File: config.mk
export PLATFORM = sky130hd
export DESIGN_NAME = alu_ctrl_pipe_flat
export DESIGN_NICKNAME = d
export VERILOG_FILES = /design/src/rtl/alu_ctrl_pipe_if.sv /design/src/rtl/alu_ctrl_pipe.sv /design/src/flat_wrapper.sv
export SDC_FILE = /design/constraint.sdc
export NUM_CORES = 1
export LEC_CHECK = 0
export BUFFER_PORTS_ARGS = -buffer_cell sky130_fd_sc_hd__clkbuf_2
export CAP_MARGIN = 10
export CORE_MARGIN = 2
export CORE_UTILIZATION = 55
export DETAILED_ROUTE_END_ITERATION = 8
export GPL_TIMING_DRIVEN = 0
export PLACE_DENSITY = 0.8
export SLEW_MARGIN = 0
export SYNTH_ARGS = -nofsm -noshare
export SYNTH_HDL_FRONTEND = slang
export SYNTH_SLANG_ARGS = --single-unit
File: constraint.sdc
create_clock -name clk -period 5.3 [get_ports clk]
set_input_delay 0.53 -clock clk [delete_from_list [all_inputs] [get_ports clk]]
set_output_delay 0.53 -clock clk [all_outputs]
set_load 0.03 [all_outputs]
File: src/rtl/alu_ctrl_pipe_if.sv
// Decode-to-execute control bus of the ALU control unit, including the
// mult/div sequencer handshake and the decode stall back to the front end.
interface alu_ctrl_pipe_if #(
    parameter int unsigned CTRL_W = 4
);
    logic              valid_d;
    logic [5:0]        funct_d;
    logic [1:0]        alu_op_d;
    logic              flush_e;
    logic [CTRL_W-1:0] alu_control_e;
    logic              valid_e;
    logic              md_start_e;
    logic              md_div_e;
    logic              md_signed_e;
    logic              hilo_we;
    logic              md_busy;
    logic              stall_d;

    modport master (
        output valid_d, funct_d, alu_op_d, flush_e,
        input  alu_control_e, valid_e, md_start_e, md_div_e, md_signed_e,
               hilo_we, md_busy, stall_d
    );

    modport slave (
        input  valid_d, funct_d, alu_op_d, flush_e,
        output alu_control_e, valid_e, md_start_e, md_div_e, md_signed_e,
               hilo_we, md_busy, stall_d
    );
endinterface

File: src/rtl/alu_ctrl_pipe.sv
// ALU control decode with D/E control register and a multi-cycle mult/div
// sequencer that owns the HI/LO write and the mfhi/mflo decode stall.
module alu_ctrl_pipe #(
    parameter int unsigned CTRL_W  = 4,
    parameter int unsigned EXT_EN  = 1,
    parameter int unsigned MUL_LAT = 4,
    parameter int unsigned DIV_LAT = 32
) (
    input  logic             clk,
    input  logic             rst,
    alu_ctrl_pipe_if.slave   bus
);
    localparam logic [3:0] C_AND  = 4'b0000;
    localparam logic [3:0] C_OR   = 4'b0001;
    localparam logic [3:0] C_ADD  = 4'b0010;
    localparam logic [3:0] C_XOR  = 4'b0011;
    localparam logic [3:0] C_NOR  = 4'b0100;
    localparam logic [3:0] C_SUB  = 4'b0110;
    localparam logic [3:0] C_SLT  = 4'b0111;
    localparam logic [3:0] C_SLL  = 4'b1000;
    localparam logic [3:0] C_SRL  = 4'b1001;
    localparam logic [3:0] C_SRA  = 4'b1010;
    localparam logic [3:0] C_SLTU = 4'b1111;

    localparam logic       EXT_ON  = (EXT_EN != 0);
    localparam logic [7:0] MUL_CNT = 8'(MUL_LAT - 1);
    localparam logic [7:0] DIV_CNT = 8'(DIV_LAT - 1);

    typedef enum logic {IDLE, BUSY} state_t;

    state_t     state_q, state_d;
    logic [7:0] cnt_q, cnt_d;
    logic [3:0] code_c;
    logic       md_op_c;
    logic       hilo_rd_c;
    logic       accept_c;
    logic       busy_c;
    logic       stall_c;

    // ALU control decode; extended ops collapse to ADD when disabled
    always_comb begin
        code_c = C_ADD;
        case (bus.alu_op_d)
            2'b01: code_c = C_SUB;
            2'b10: begin
                case (bus.funct_d)
                    6'b100000, 6'b100001: code_c = C_ADD;
                    6'b100010, 6'b100011: code_c = C_SUB;
                    6'b100100:            code_c = C_AND;
                    6'b100101:            code_c = C_OR;
                    6'b101010:            code_c = C_SLT;
                    6'b100110:            code_c = EXT_ON ? C_XOR  : C_ADD;
                    6'b100111:            code_c = EXT_ON ? C_NOR  : C_ADD;
                    6'b101011:            code_c = EXT_ON ? C_SLTU : C_ADD;
                    6'b000000:            code_c = EXT_ON ? C_SLL  : C_ADD;
                    6'b000010:            code_c = EXT_ON ? C_SRL  : C_ADD;
                    6'b000011:            code_c = EXT_ON ? C_SRA  : C_ADD;
                    default:              code_c = C_ADD;
                endcase
            end
            default: code_c = C_ADD;
        endcase
    end

    assign md_op_c   = bus.valid_d && (bus.alu_op_d == 2'b10) && (bus.funct_d[5:2] == 4'b0110);
    assign hilo_rd_c = bus.valid_d && (bus.alu_op_d == 2'b10) &&
                       ((bus.funct_d == 6'b010000) || (bus.funct_d == 6'b010010));
    assign busy_c    = (state_q == BUSY);
    assign stall_c   = busy_c && (md_op_c || hilo_rd_c);

    assign bus.stall_d = stall_c;
    assign bus.md_busy = busy_c;
    assign bus.hilo_we = busy_c && (cnt_q == 8'd0);

    // Sequencer next state: a committed op always runs to completion
    always_comb begin
        state_d  = state_q;
        cnt_d    = cnt_q;
        accept_c = 1'b0;
        case (state_q)
            IDLE: begin
                if (md_op_c && !bus.flush_e) begin
                    accept_c = 1'b1;
                    state_d  = BUSY;
                    cnt_d    = bus.funct_d[1] ? DIV_CNT : MUL_CNT;
                end
            end
            BUSY: begin
                if (cnt_q == 8'd0) begin
                    state_d = IDLE;
                end else begin
                    cnt_d = cnt_q - 8'd1;
                end
            end
            default: state_d = IDLE;
        endcase
    end

    always_ff @(posedge clk or posedge rst) begin
        if (rst) begin
            state_q         <= IDLE;
            cnt_q           <= 8'd0;
            bus.md_start_e  <= 1'b0;
            bus.md_div_e    <= 1'b0;
            bus.md_signed_e <= 1'b0;
        end else begin
            state_q        <= state_d;
            cnt_q          <= cnt_d;
            bus.md_start_e <= accept_c;
            if (accept_c) begin
                bus.md_div_e    <= bus.funct_d[1];
                bus.md_signed_e <= ~bus.funct_d[0];
            end
        end
    end

    // D/E control register; flush and stall both inject an ADD bubble
    always_ff @(posedge clk or posedge rst) begin
        if (rst) begin
            bus.alu_control_e <= CTRL_W'(C_ADD);
            bus.valid_e       <= 1'b0;
        end else if (bus.flush_e || stall_c) begin
            bus.alu_control_e <= CTRL_W'(C_ADD);
            bus.valid_e       <= 1'b0;
        end else begin
            bus.alu_control_e <= CTRL_W'(code_c);
            bus.valid_e       <= bus.valid_d;
        end
    end
endmodule
File: src/flat_wrapper.sv
// flat-port wrapper written by rule: the top's interface ports become plain ports
module alu_ctrl_pipe_flat 
#(
    parameter int unsigned CTRL_W  = 4,
    parameter int unsigned EXT_EN  = 1,
    parameter int unsigned MUL_LAT = 4,
    parameter int unsigned DIV_LAT = 32
)
  (clk, rst, bus_valid_d, bus_funct_d, bus_alu_op_d, bus_flush_e, bus_alu_control_e, bus_valid_e, bus_md_start_e, bus_md_div_e, bus_md_signed_e, bus_hilo_we, bus_md_busy, bus_stall_d);
  alu_ctrl_pipe_if #(.CTRL_W(CTRL_W)) bus_i ();
  input  logic clk;
  input  logic rst;
  input wire logic [$bits(bus_i.valid_d)-1:0] bus_valid_d;
  input wire logic [$bits(bus_i.funct_d)-1:0] bus_funct_d;
  input wire logic [$bits(bus_i.alu_op_d)-1:0] bus_alu_op_d;
  input wire logic [$bits(bus_i.flush_e)-1:0] bus_flush_e;
  output wire logic [$bits(bus_i.alu_control_e)-1:0] bus_alu_control_e;
  output wire logic [$bits(bus_i.valid_e)-1:0] bus_valid_e;
  output wire logic [$bits(bus_i.md_start_e)-1:0] bus_md_start_e;
  output wire logic [$bits(bus_i.md_div_e)-1:0] bus_md_div_e;
  output wire logic [$bits(bus_i.md_signed_e)-1:0] bus_md_signed_e;
  output wire logic [$bits(bus_i.hilo_we)-1:0] bus_hilo_we;
  output wire logic [$bits(bus_i.md_busy)-1:0] bus_md_busy;
  output wire logic [$bits(bus_i.stall_d)-1:0] bus_stall_d;
  assign bus_i.valid_d = bus_valid_d;
  assign bus_i.funct_d = bus_funct_d;
  assign bus_i.alu_op_d = bus_alu_op_d;
  assign bus_i.flush_e = bus_flush_e;
  assign bus_alu_control_e = bus_i.alu_control_e;
  assign bus_valid_e = bus_i.valid_e;
  assign bus_md_start_e = bus_i.md_start_e;
  assign bus_md_div_e = bus_i.md_div_e;
  assign bus_md_signed_e = bus_i.md_signed_e;
  assign bus_hilo_we = bus_i.hilo_we;
  assign bus_md_busy = bus_i.md_busy;
  assign bus_stall_d = bus_i.stall_d;
  alu_ctrl_pipe #(.CTRL_W(CTRL_W), .EXT_EN(EXT_EN), .MUL_LAT(MUL_LAT), .DIV_LAT(DIV_LAT)) u_core (.clk(clk), .rst(rst), .bus(bus_i));
endmodule
**Word level (Yosys, flattened, before mapping)**

Memories as Yosys holds them, arrays and structs flattened.
Cells that the tools add are included.

- Register bits after elaboration: 17
- Memory bits (read-only): 256
- Logic and storage cells: 41
- Memories kept: 1

- Add/sub/neg operators: 1
- Eq/ne operators: 7
- Mux-type cells: 11
- Bitwise operators: 2
- Reductions and logical operators: 12

Memories:

| name | depth | bits a word | rd ports | clocked after memory_dff | write ports | line | RTL |
|---|---|---|---|---|---|---|---|
| (no name shown) | 64 | 4 | 1 | 0 | 0 | alu_ctrl_pipe.sv:46 | `case (bus.funct_d)` |

Operators with widths:

| kind | number |
|---|---|
| $mux W8 | 2 |
| $pmux W8 S2 | 1 |
| $eq A6 B5 Y1 const B | 2 |
| $logic_not A8 Y1 | 1 |
| $pmux W4 S2 | 1 |
| $sub A8 B1 Y8 const B | 1 |
| $logic_and A1 B1 Y1 | 6 |
| $mux W5 | 1 |
| $eq A4 B3 Y1 const B | 1 |
| $mux W1 | 4 |
| $mux W4 | 1 |
| $logic_or A1 B1 Y1 | 3 |
| $eq A2 B1 Y1 const B | 1 |
| $eq A2 B2 Y1 const B | 1 |
| $ne A2 B1 Y1 const B | 1 |
| $ne A2 B2 Y1 const B | 1 |
| $not A1 Y1 | 2 |
| $pmux W1 S2 | 1 |
| $reduce_and A2 Y1 | 1 |
| $logic_not A1 Y1 | 1 |

**Depth between registers and ports, before layout**

Gate-level depths: netlist of run 1.

- Word-level depth: 7
- Gate-level depth with buffers: 7
- Depth with buffers taken out: 6

**Least setup slack after synthesis of run 1**

OpenSTA, ideal clock, no wires.

- Path kind: register to output
- Start: register u_core.cnt_q[0]
- End: output port bus_hilo_we
- Data arrival time: 1.790 ns
- Path slack: 2.980 ns
- Cell stages (with the launch flop): 6
- Path buffers: 1
- Cell sequence: dfrtp_1 > inv_1 > ha_1 > or3b_1 > clkbuf_1 > nor3_1

- Cells in the longest elaborated chain, start to end: 2

RTL lines:

| what | line | RTL |
|---|---|---|
| start: declaration | alu_ctrl_pipe.sv:32 | `logic [7:0] cnt_q, cnt_d;` |
| start signal: assignment | alu_ctrl_pipe.sv:108 | `cnt_q <= cnt_d;` |
| $logic_not A8 Y1 | alu_ctrl_pipe.sv:73 | `assign bus.hilo_we = busy_c && (cnt_q == 8'd0);` |
| $logic_and A1 B1 Y1 | alu_ctrl_pipe.sv:73 |  |
| end: declaration | flat_wrapper.sv:22 | `output wire logic [$bits(bus_i.hilo_we)-1:0] bus_hilo_we;` |

No other way between the ends.

**Worst setup path after layout of run 1**

Same ends and word-level chain as after synthesis.

==> results of run 1 <==
==> flip-flops by register name, indices dropped and copies added, names as in the netlist <==
name,count
u_core.bus.alu_control_e,4
u_core.bus.md_busy,1
u_core.bus.md_signed_e,1
u_core.bus.md_div_e,1
u_core.bus.md_start_e,1
u_core.cnt_q,8
u_core.bus.valid_e,1
==> Yosys cell counts (2+ instances only) <==
cell type	n
nor4_1	3
a21oi_1	4
nor3_2	2
mux2i_1	3
nor3b_1	2
nand2b_1	4
ha_1	8
nor2_1	7
inv_1	10
nor3_1	7
o21ai_0	3
a31oi_1	3
o211ai_1	2
clkbuf_1	2
mux2_2	2
nand2_1	4
buf_6	3
dfrtp_1	16
==> cell usage in the layout (no fill, tap or decap), types with 2 or more instances in the layout <==
cell      Yosys  layout
a21oi_1       4       4
a31oi_1       3       3
buf_6         3       3
clkbuf_1      2       3
clkbuf_2      0      20
clkbuf_4      0       3
dfrtp_1      16      16
ha_1          8       8
inv_1        10      10
mux2_2        2       2
mux2i_1       3       3
nand2_1       4       4
nand2b_1      4       4
nor2_1        7       7
nor3_1        7       7
nor3_2        2       2
nor3b_1       2       2
nor4_1        3       3
o211ai_1      2       2
o21ai_0       3       3
==> report_power, final <==
part | total (mW) | switching (mW) | internal, mW
clock network | 0.0688 | 0.0395 | 0.0293
registers | 0.191 | 0.0318 | 0.159
logic | 0.153 | 0.0825 | 0.0702
total | 0.412 | 0.154 | 0.258
==> layout make-up <==
class | count | area [um^2]
plain buffers | 5 | 41.3
inverters | 10 | 37.5
repair buffers | 20 | 100
flip-flops and latches | 17 | 427
fillers | 161 | 663
well taps | 27 | 33.8
multi-input cells | 75 | 593
clock buffers | 4 | 26.3
==> critical path, stage by stage, from the launching register on <==
cell and delay (ps):
dfrtp_1 430, inv_1 100, ha_1 170, or3b_1 350, clkbuf_1 200, nor3_1 210, clkbuf_2 240
==> routing by layer <==
layer	share of wire (%)	wire, um	global-route usage [%]
met5	0	0	0
met4	1.6	34	7.14
met3	4.5	97	4.32
met2	46	981	33.3
met1	48	1030	28.5
==> logic make-up (layout without fill, tap and decap cells) <==
group	Yosys count	count (layout)
AND/OR/NAND/NOR	38	38
buffers and inverters	15	39
multiplexers	5	5
adder cells (fa/ha/maj)	8	8
flip-flops	17	17
AO/OA/AOI/OAI	22	22
XOR/XNOR	2	2
==> how the worst max path moves through the flow <==
stage / from / to / slack (ps) / cells after the start
after global routing: u_core.cnt_q[0] / bus_hilo_we / 2640 / 6
final: u_core.cnt_q[0] / bus_hilo_we / 2790 / 6
after detailed placement: bus_alu_op_d[0] / bus_stall_d / 3010 / 6
after global placement: bus_alu_op_d[0] / bus_stall_d / 3060 / 6
after CTS: u_core.cnt_q[0] / bus_hilo_we / 2800 / 6
after floorplan: u_core.cnt_q[0] / bus_hilo_we / 2980 / 5
==> reports/metrics.yaml, run 1 <==
outcome:
  status: "finished clean"
yosys:
  yosysWarnings: 0
  synthTopCellsByArea: "dfrtp_1, ha_1, inv_1"
  synth_edf_count: 0
  synth-seq-area-share_pct: 38.8
  yosysTopAreaCellShare_pct: 36.4
  yosys.area_share.adder_pct: 9.11
  ys_types: 40
  synth_top_family_by_area: "simple AND/OR/NAND/NOR gates"
  synth_xor_xnor_area_share_pct: 1.59
  syn_area_mm2: 0.00110
  ys_ff_latch: 17
  syn_area_per_cell_um2: 10.3
  yosys_most_used_dff: "dfrtp_1"
  syn_inst: 107
  synth_compound_gate_area_share_pct: 14.9
  muxShareOfSynthArea_pct: 4.78
  synth_largest_area_cell: "dfrtp_1"
  synthArstFlopShare_pct: 100
  synth_nets: 127
  yosys.area_share.simple_pct: 23.6
pwr:
  leakagePower_nw: 0.571
  p_total_mw: 0.412
  power.density_mw_per_mm2: 327
  ir_drop_v: 0.000251
timing:
  skew_ps: 3.20
  rsz0062_at_grt: "no"
  finalSetupViolCount: 0
  final.setup.worst_slack_ps: 2790
  layout_min_cycle_time_ps: 2510
  worst_pin_slew_ps: 626
  final.setup.tns_ps: 0
  fmax_ghz: 0.399
  whs_ps: 287
  slew_headroom_pct: 58.2
  hold_viol_final: 0
  period_share_pct: 47.3
  drv_slew: 0
route:
  drt_first_iter_violations: 19
  drt_pass1_iterations: 5
  drc: 0
  vias: 889
  vias_per_cell: 5.63
  wl_per_cell_um: 13.5
  ant_nets: 0
  drt_wl_total_mm: 2.14
clock_tree:
  ctsRootBufferMaster: "clkbuf_4"
  post_cts_resized: 0
  cts_hold_buf: 0
  cts_tree: "built"
  clk_path_buf_depth: 2
  ctsHtreeMaxLevel: 1
  cts.clk_slew.worst_paths_ps: 100
  clk_latency_ps: 290
  numCtsBuffers: 3
  cts_setup_buffers: 0
  cts_sinks: 17
min_path:
  worstHoldPathType: "in2async"
flow_run:
  maxCapViolations: 0
setup_path:
  r2r_slack_ps: 3460
  critPathRequiredTime_ps: 4770
  cp_data_arrival_time_ps: 1980
  reg2reg_depth: 6
  reg2reg_to: "u_core.bus.md_busy"
  path_class: "reg2out"
  crit_path_start_kind: "flip-flop"
  reg2reg_from: "u_core.cnt_q[0]"
  cp_max_fo: 7
  endpoint_kind: "output pin"
global_routing:
  antenna_found_initial: 0
  grt_overflow: 0
  grt_pass1_wl_mm: 3.90
  grt_pass1_vias: 877
  grtUsageTotal_pct: 20.9
  grt_max_degree: 18
place:
  portBuffers: 20
  placed_cell_area_mm2: 0.00123
  place.gp.congestion: 0.872
  dp_slack_ps: 3010
  dpl.cell_count: 154
  place_hpwl_mm: 1.59
layout:
  antenna_cells: 0
  fin_area_mm2: 0.00126
  fin_nets: 152
  fin_util_pct: 65.5
  layout-drive-gt1-share_pct: 29.8
  area_delta_synth_final_pct: 14.6
  final_cells: 158
floorplan:
  io_pins: 23
  rows: 16
  start_util_pct: 57.2
  die_w_um: 48.7
  die_area_mm2: 0.00237
  core_area_mm2: 0.00192
  die_h_um: 48.7
Note: power is estimated with default switching activity, not from simulation.
==> run 2: changes to the inputs <==
--- a/config.mk
+++ b/config.mk
@@ -8,10 +8,10 @@
 export BUFFER_PORTS_ARGS = -buffer_cell sky130_fd_sc_hd__clkbuf_2
 export CAP_MARGIN = 10
 export CORE_MARGIN = 2
-export CORE_UTILIZATION = 55
+export CORE_UTILIZATION = 53
 export DETAILED_ROUTE_END_ITERATION = 8
 export GPL_TIMING_DRIVEN = 0
-export PLACE_DENSITY = 0.8
+export PLACE_DENSITY = 0.78
 export SLEW_MARGIN = 0
 export SYNTH_ARGS = -nofsm -noshare
 export SYNTH_HDL_FRONTEND = slang
==> constraint.sdc (replaced) <==
create_clock -name clk -period 2.5 [get_ports clk]
set_input_delay 0.25 -clock clk [delete_from_list [all_inputs] [get_ports clk]]
set_output_delay 0.25 -clock clk [all_outputs]
set_load 0.03 [all_outputs]
==> run 2 against run 1 <==
Against the previous run:
- wire length is 0.70% lower
- critical path depth unchanged
- first-iteration DRC count is 5.3% higher
- critical path type unchanged
- critical endpoint unchanged
- largest cell class unchanged
==> reports/metrics.yaml, run 2 (synthesized netlist as in run 1, its figures left out) <==
layout:
  multi_input_area_um2: 593
  antenna_cells: 0
  mostFrequentLayoutCells: "clkbuf_2, dfrtp_1, inv_1"
  fin_util_pct: 64.2
  reg_top3: "u_core.cnt_q x8, u_core.bus.alu_control_e x4"
  largest_reg_flops: 8
  regArea_um2: 427
  area_delta_synth_final_pct: 14.7
  mostFrequentLayoutCell: "clkbuf_2"
  layout-drive-gt1-share_pct: 30.5
  fin_nets: 152
  fillCellCount: 181
  top_register: "u_core.cnt_q"
setup_path:
  cp_max_fo: 7
  path_class: "reg2out"
  path_delay_family: "simple AND/OR/NAND/NOR gates"
  r2r_slack_ps: 690
  reg2reg_depth: 6
  critPathRequiredTime_ps: 2250
  crit_slowest_cell: "dfrtp_1"
  endpoint_kind: "output pin"
  crit_buf_inv: 3
  crit_chain: "inv_1 -> ha_1 -> or3b_1 -> clkbuf_1 -> nor3_1 -> clkbuf_2"
  reg2reg_to: "u_core.bus.md_busy"
  cp_data_arrival_time_ps: 1930
  cp_slowest_stage_delay_ps: 430
  reg2reg_from: "u_core.cnt_q[0]"
  crit_path_start_kind: "flip-flop"
floorplan:
  core_area_mm2: 0.00196
  rows: 16
  die_area_mm2: 0.00245
  die_w_um: 49.5
  die_h_um: 49.5
  start_util_pct: 56.0
  io_pins: 23
clock_tree:
  clk_path_buf_depth: 2
  cts_tree: "built"
  post_cts_resized: 0
  cts_sinks: 17
  ctsRootBufferMaster: "clkbuf_4"
  clk_latency_ps: 290
  cts_hold_buf: 0
  cts.clk_slew.worst_paths_ps: 100
  ctsHtreeMaxLevel: 1
  cts_setup_buffers: 0
  numCtsBuffers: 3
route:
  drt_wl_total_mm: 2.13
  vias: 880
  drc: 0
  ant_nets: 0
  wl_per_cell_um: 13.4
  vias_per_cell: 5.57
  drt_first_iter_violations: 20
  drt_pass1_iterations: 4
min_path:
  worstHoldPathType: "in2async"
outcome:
  status: "finished clean"
place:
  portBuffers: 20
  place_hpwl_mm: 1.62
  place.gp.congestion: 0.861
timing:
  worst_pin_slew_ps: 634
  skew_ps: 0.901
  finalSetupViolCount: 0
  rsz0062_at_grt: "no"
  final.setup.tns_ps: 0
  slew_headroom_pct: 57.7
  hold_viol_final: 0
  drv_slew: 0
  period_share_pct: 87.3
  layout_min_cycle_time_ps: 2180
  fmax_ghz: 0.458
pwr:
  leakagePower_nw: 0.574
  swShare_pct: 37.2
  p_comb_share_pct: 35.9
  switchingPower_mw: 0.322
  clockPowerShare_pct: 17.1
  p_seq_share_pct: 47.1
  p_int_mw: 0.544
  ir_drop_v: 0.000474
  power.density_mw_per_mm2: 687
global_routing:
  antenna_found_initial: 0
  grt_max_degree: 18
  grt_pass1_wl_mm: 3.64
  grt_overflow: 0
  grtUsageTotal_pct: 19.5
  grt_pass1_vias: 834
flow_run:
  maxCapViolations: 0
## run 2: changes by cell type in the layout (fill, tap and decap cells not counted), sizes merged
cell    previous run  this run
clkinv             0         1
clkbuf            26        25
## run 2: final cells by class
class                   count  share of cell area [%]
well taps                  27                    2.68
inverters                  10                    2.98
plain buffers               5                    3.28
flip-flops and latches     17                    33.9
repair buffers             20                    7.94
clock inverters             1                   0.397
multi-input cells          75                    47.1
clock buffers               3                    1.79
## run 2: layer usage
| layer | track usage, % | share of wire, % | vias to the layer above |
|---|---|---|---|
| li1 | - | - | 435 |
| met1 | 24.2 | 44 | 421 |
| met2 | 32.9 | 50 | 20 |
| met3 | 2.73 | 4.4 | 4 |
| met4 | 9.72 | 1.4 | 0 |
| met5 | 0 | 0 | - |
## run 2: power by group through the flow
stage / registers, mW / logic [mW] / clock network, mW
3_3_place_gp: 0.407 / 0.303 / 0
6_report: 0.407 / 0.310 / 0.148
2_1_floorplan: 0.410 / 0.237 / 0
5_1_grt: 0.416 / 0.348 / 0.163
4_1_cts: 0.404 / 0.314 / 0.157
3_5_place_dp: 0.406 / 0.313 / 0
## run 2: worst max path at each step
stage                    startpoint              end  slack [ps]  depth (start not counted)
finish              u_core.cnt_q[0]      bus_hilo_we         320                          6
detailed placement  bus_alu_op_d[0]  u_core.cnt_q[3]         590                          8
floorplan           u_core.cnt_q[0]      bus_hilo_we         460                          5
CTS                 u_core.cnt_q[0]      bus_hilo_we         320                          6
global route        u_core.cnt_q[0]      bus_hilo_we         220                          6
global placement    u_core.cnt_q[0]      bus_hilo_we         680                          6
## run 2: per-stage QoR
step | instance area (um^2) | instances | setup WS, ps | hold slack (ps) | power, mW
floorplan | 1100 | 107 | 460 | 175 | 0.647
global placement | 1230 | 154 | 680 | 345 | 0.710
detailed placement | 1230 | 154 | 594 | 355 | 0.720
CTS | 1260 | 158 | 321 | 24.8 | 0.875
global route | 1260 | 158 | 222 | 68.1 | 0.927
finish | 1260 | 158 | 317 | 5.39 | 0.865
==> run 3: changes to the inputs <==
--- a/config.mk
+++ b/config.mk
@@ -11,7 +11,7 @@
 export CORE_UTILIZATION = 53
 export DETAILED_ROUTE_END_ITERATION = 8
 export GPL_TIMING_DRIVEN = 0
-export PLACE_DENSITY = 0.78
+export PLACE_DENSITY = 0.8
 export SLEW_MARGIN = 0
 export SYNTH_ARGS = -nofsm -noshare
 export SYNTH_HDL_FRONTEND = slang
==> run 3 against run 2 <==
Against the previous run:
- sequential cell count stayed put
- fmax is 1.2% lower
- clock-buffer cell count stayed put
- worst hold slack worse by 0.52 ps
==> reports/metrics.yaml, run 3 (synthesized netlist as in run 1, its figures left out) <==
floorplan:
  die_w_um: 49.5
  die_area_mm2: 0.00245
  die_h_um: 49.5
  core_area_mm2: 0.00196
  rows: 16
  io_pins: 23
  start_util_pct: 56.0
place:
  dpl.cell_count: 154
  portBuffers: 20
  place_hpwl_mm: 1.69
  place.gp.congestion: 0.846
  placed_cell_area_mm2: 0.00123
global_routing:
  grt_pass1_vias: 826
  grt_max_degree: 18
  grt_pass1_wl_mm: 3.77
  antenna_found_initial: 0
  grt_overflow: 0
  grtUsageTotal_pct: 19.8
timing:
  layout_min_cycle_time_ps: 2210
  worst_pin_slew_ps: 619
  drv_slew: 0
  hold_viol_final: 0
  fmax_ghz: 0.452
  final.setup.tns_ps: 0
  rsz0062_at_grt: "no"
  skew_ps: 1.38
  slew_headroom_pct: 58.7
  period_share_pct: 88.4
  finalSetupViolCount: 0
clock_tree:
  clk_latency_ps: 290
  post_cts_resized: 0
  ctsHtreeMaxLevel: 1
  cts_setup_buffers: 0
  ctsRootBufferMaster: "clkbuf_4"
  cts_hold_buf: 0
  cts.clk_slew.worst_paths_ps: 90
  cts_tree: "built"
  cts_sinks: 17
  clk_path_buf_depth: 2
  numCtsBuffers: 3
layout:
  fillCellCount: 181
  area_delta_synth_final_pct: 14.7
  top_register: "u_core.cnt_q"
  mostFrequentLayoutCell: "clkbuf_2"
  antenna_cells: 0
  largest_reg_flops: 8
  final_cells: 158
  reg_top3: "u_core.cnt_q x8, u_core.bus.alu_control_e x4"
  mostFrequentLayoutCells: "clkbuf_2, dfrtp_1, inv_1"
  fin_area_mm2: 0.00126
  layout-drive-gt1-share_pct: 30.5
  fin_util_pct: 64.2
  fin_nets: 152
setup_path:
  cp_max_fo: 7
  reg2reg_from: "u_core.cnt_q[0]"
  endpoint_kind: "output pin"
  critPathRequiredTime_ps: 2250
  reg2reg_depth: 6
  reg2reg_to: "u_core.bus.md_busy"
  path_class: "reg2out"
  crit_path_start_kind: "flip-flop"
  cp_data_arrival_time_ps: 1960
  r2r_slack_ps: 650
route:
  vias_per_cell: 5.50
  vias: 869
  drt_pass1_iterations: 5
  wl_per_cell_um: 13.4
  ant_nets: 0
  drt_wl_total_mm: 2.12
  drt_first_iter_violations: 14
  drc: 0
pwr:
  p_total_mw: 0.865
  power.density_mw_per_mm2: 687
  ir_drop_v: 0.000558
  leakagePower_nw: 0.574
min_path:
  worstHoldPathType: "in2async"
outcome:
  status: "finished clean"
flow_run:
  maxCapViolations: 0
run 3: cell counts in the layout (fill, tap and decap cells not counted):
Identical to the previous run, type by type.
run 3: routing by layer:
layer	GRT usage [%]	vias to the layer above	part of all wire (%)
met3	4.55	2	5.4
met1	26.8	408	47
met2	33.1	27	48
li1	-	432	-
met4	2.78	0	0.33
met5	0	-	0
run 3: where the power goes:
part | switching (mW) | leakage [nW] | total [mW] | internal [mW]
logic | 0.170 | 0.346 | 0.318 | 0.148
clock network | 0.0821 | 0.0177 | 0.142 | 0.0595
registers | 0.0688 | 0.210 | 0.406 | 0.337
run 3: worst max-delay path by stage:
stage | start | endpoint | slack (ps) | depth (start not counted)
2_1_floorplan | u_core.cnt_q[0] | bus_hilo_we | 460 | 5
3_3_place_gp | u_core.cnt_q[0] | bus_hilo_we | 670 | 6
3_5_place_dp | bus_alu_op_d[0] | u_core.cnt_q[3] | 630 | 8
4_1_cts | u_core.cnt_q[0] | bus_hilo_we | 290 | 6
5_1_grt | u_core.cnt_q[0] | bus_hilo_we | 180 | 6
6_report | u_core.cnt_q[0] | bus_hilo_we | 290 | 6
run 3: area by class of cell:
cell class | instances | area [um^2] | share of cell area (%)
Sequential cell | 17 | 427 | 33.9
Multi-Input combinational cell | 75 | 593 | 47.1
Buffer | 5 | 41.3 | 3.28
Clock buffer | 3 | 22.5 | 1.79
Inverter | 10 | 37.5 | 2.98
Clock inverter | 1 | 5.00 | 0.397
Timing Repair Buffer | 20 | 100 | 7.94
Tap cell | 27 | 33.8 | 2.68
run 3: worst max-delay path: stages (launching register included):
cell      delay [ps]
dfrtp_1          430
inv_1            100
ha_1             170
or3b_1           350
clkbuf_1         200
nor3_1           190
clkbuf_2         240
run 3: through the flow:
| stage | setup WS [ps] | hold WS, ps |
|---|---|---|
| floorplan | 460 | 175 |
| global placement | 672 | 331 |
| detailed placement | 629 | 338 |
| CTS | 293 | 21.5 |
| global route | 183 | 77.1 |
| finish | 289 | 4.87 |
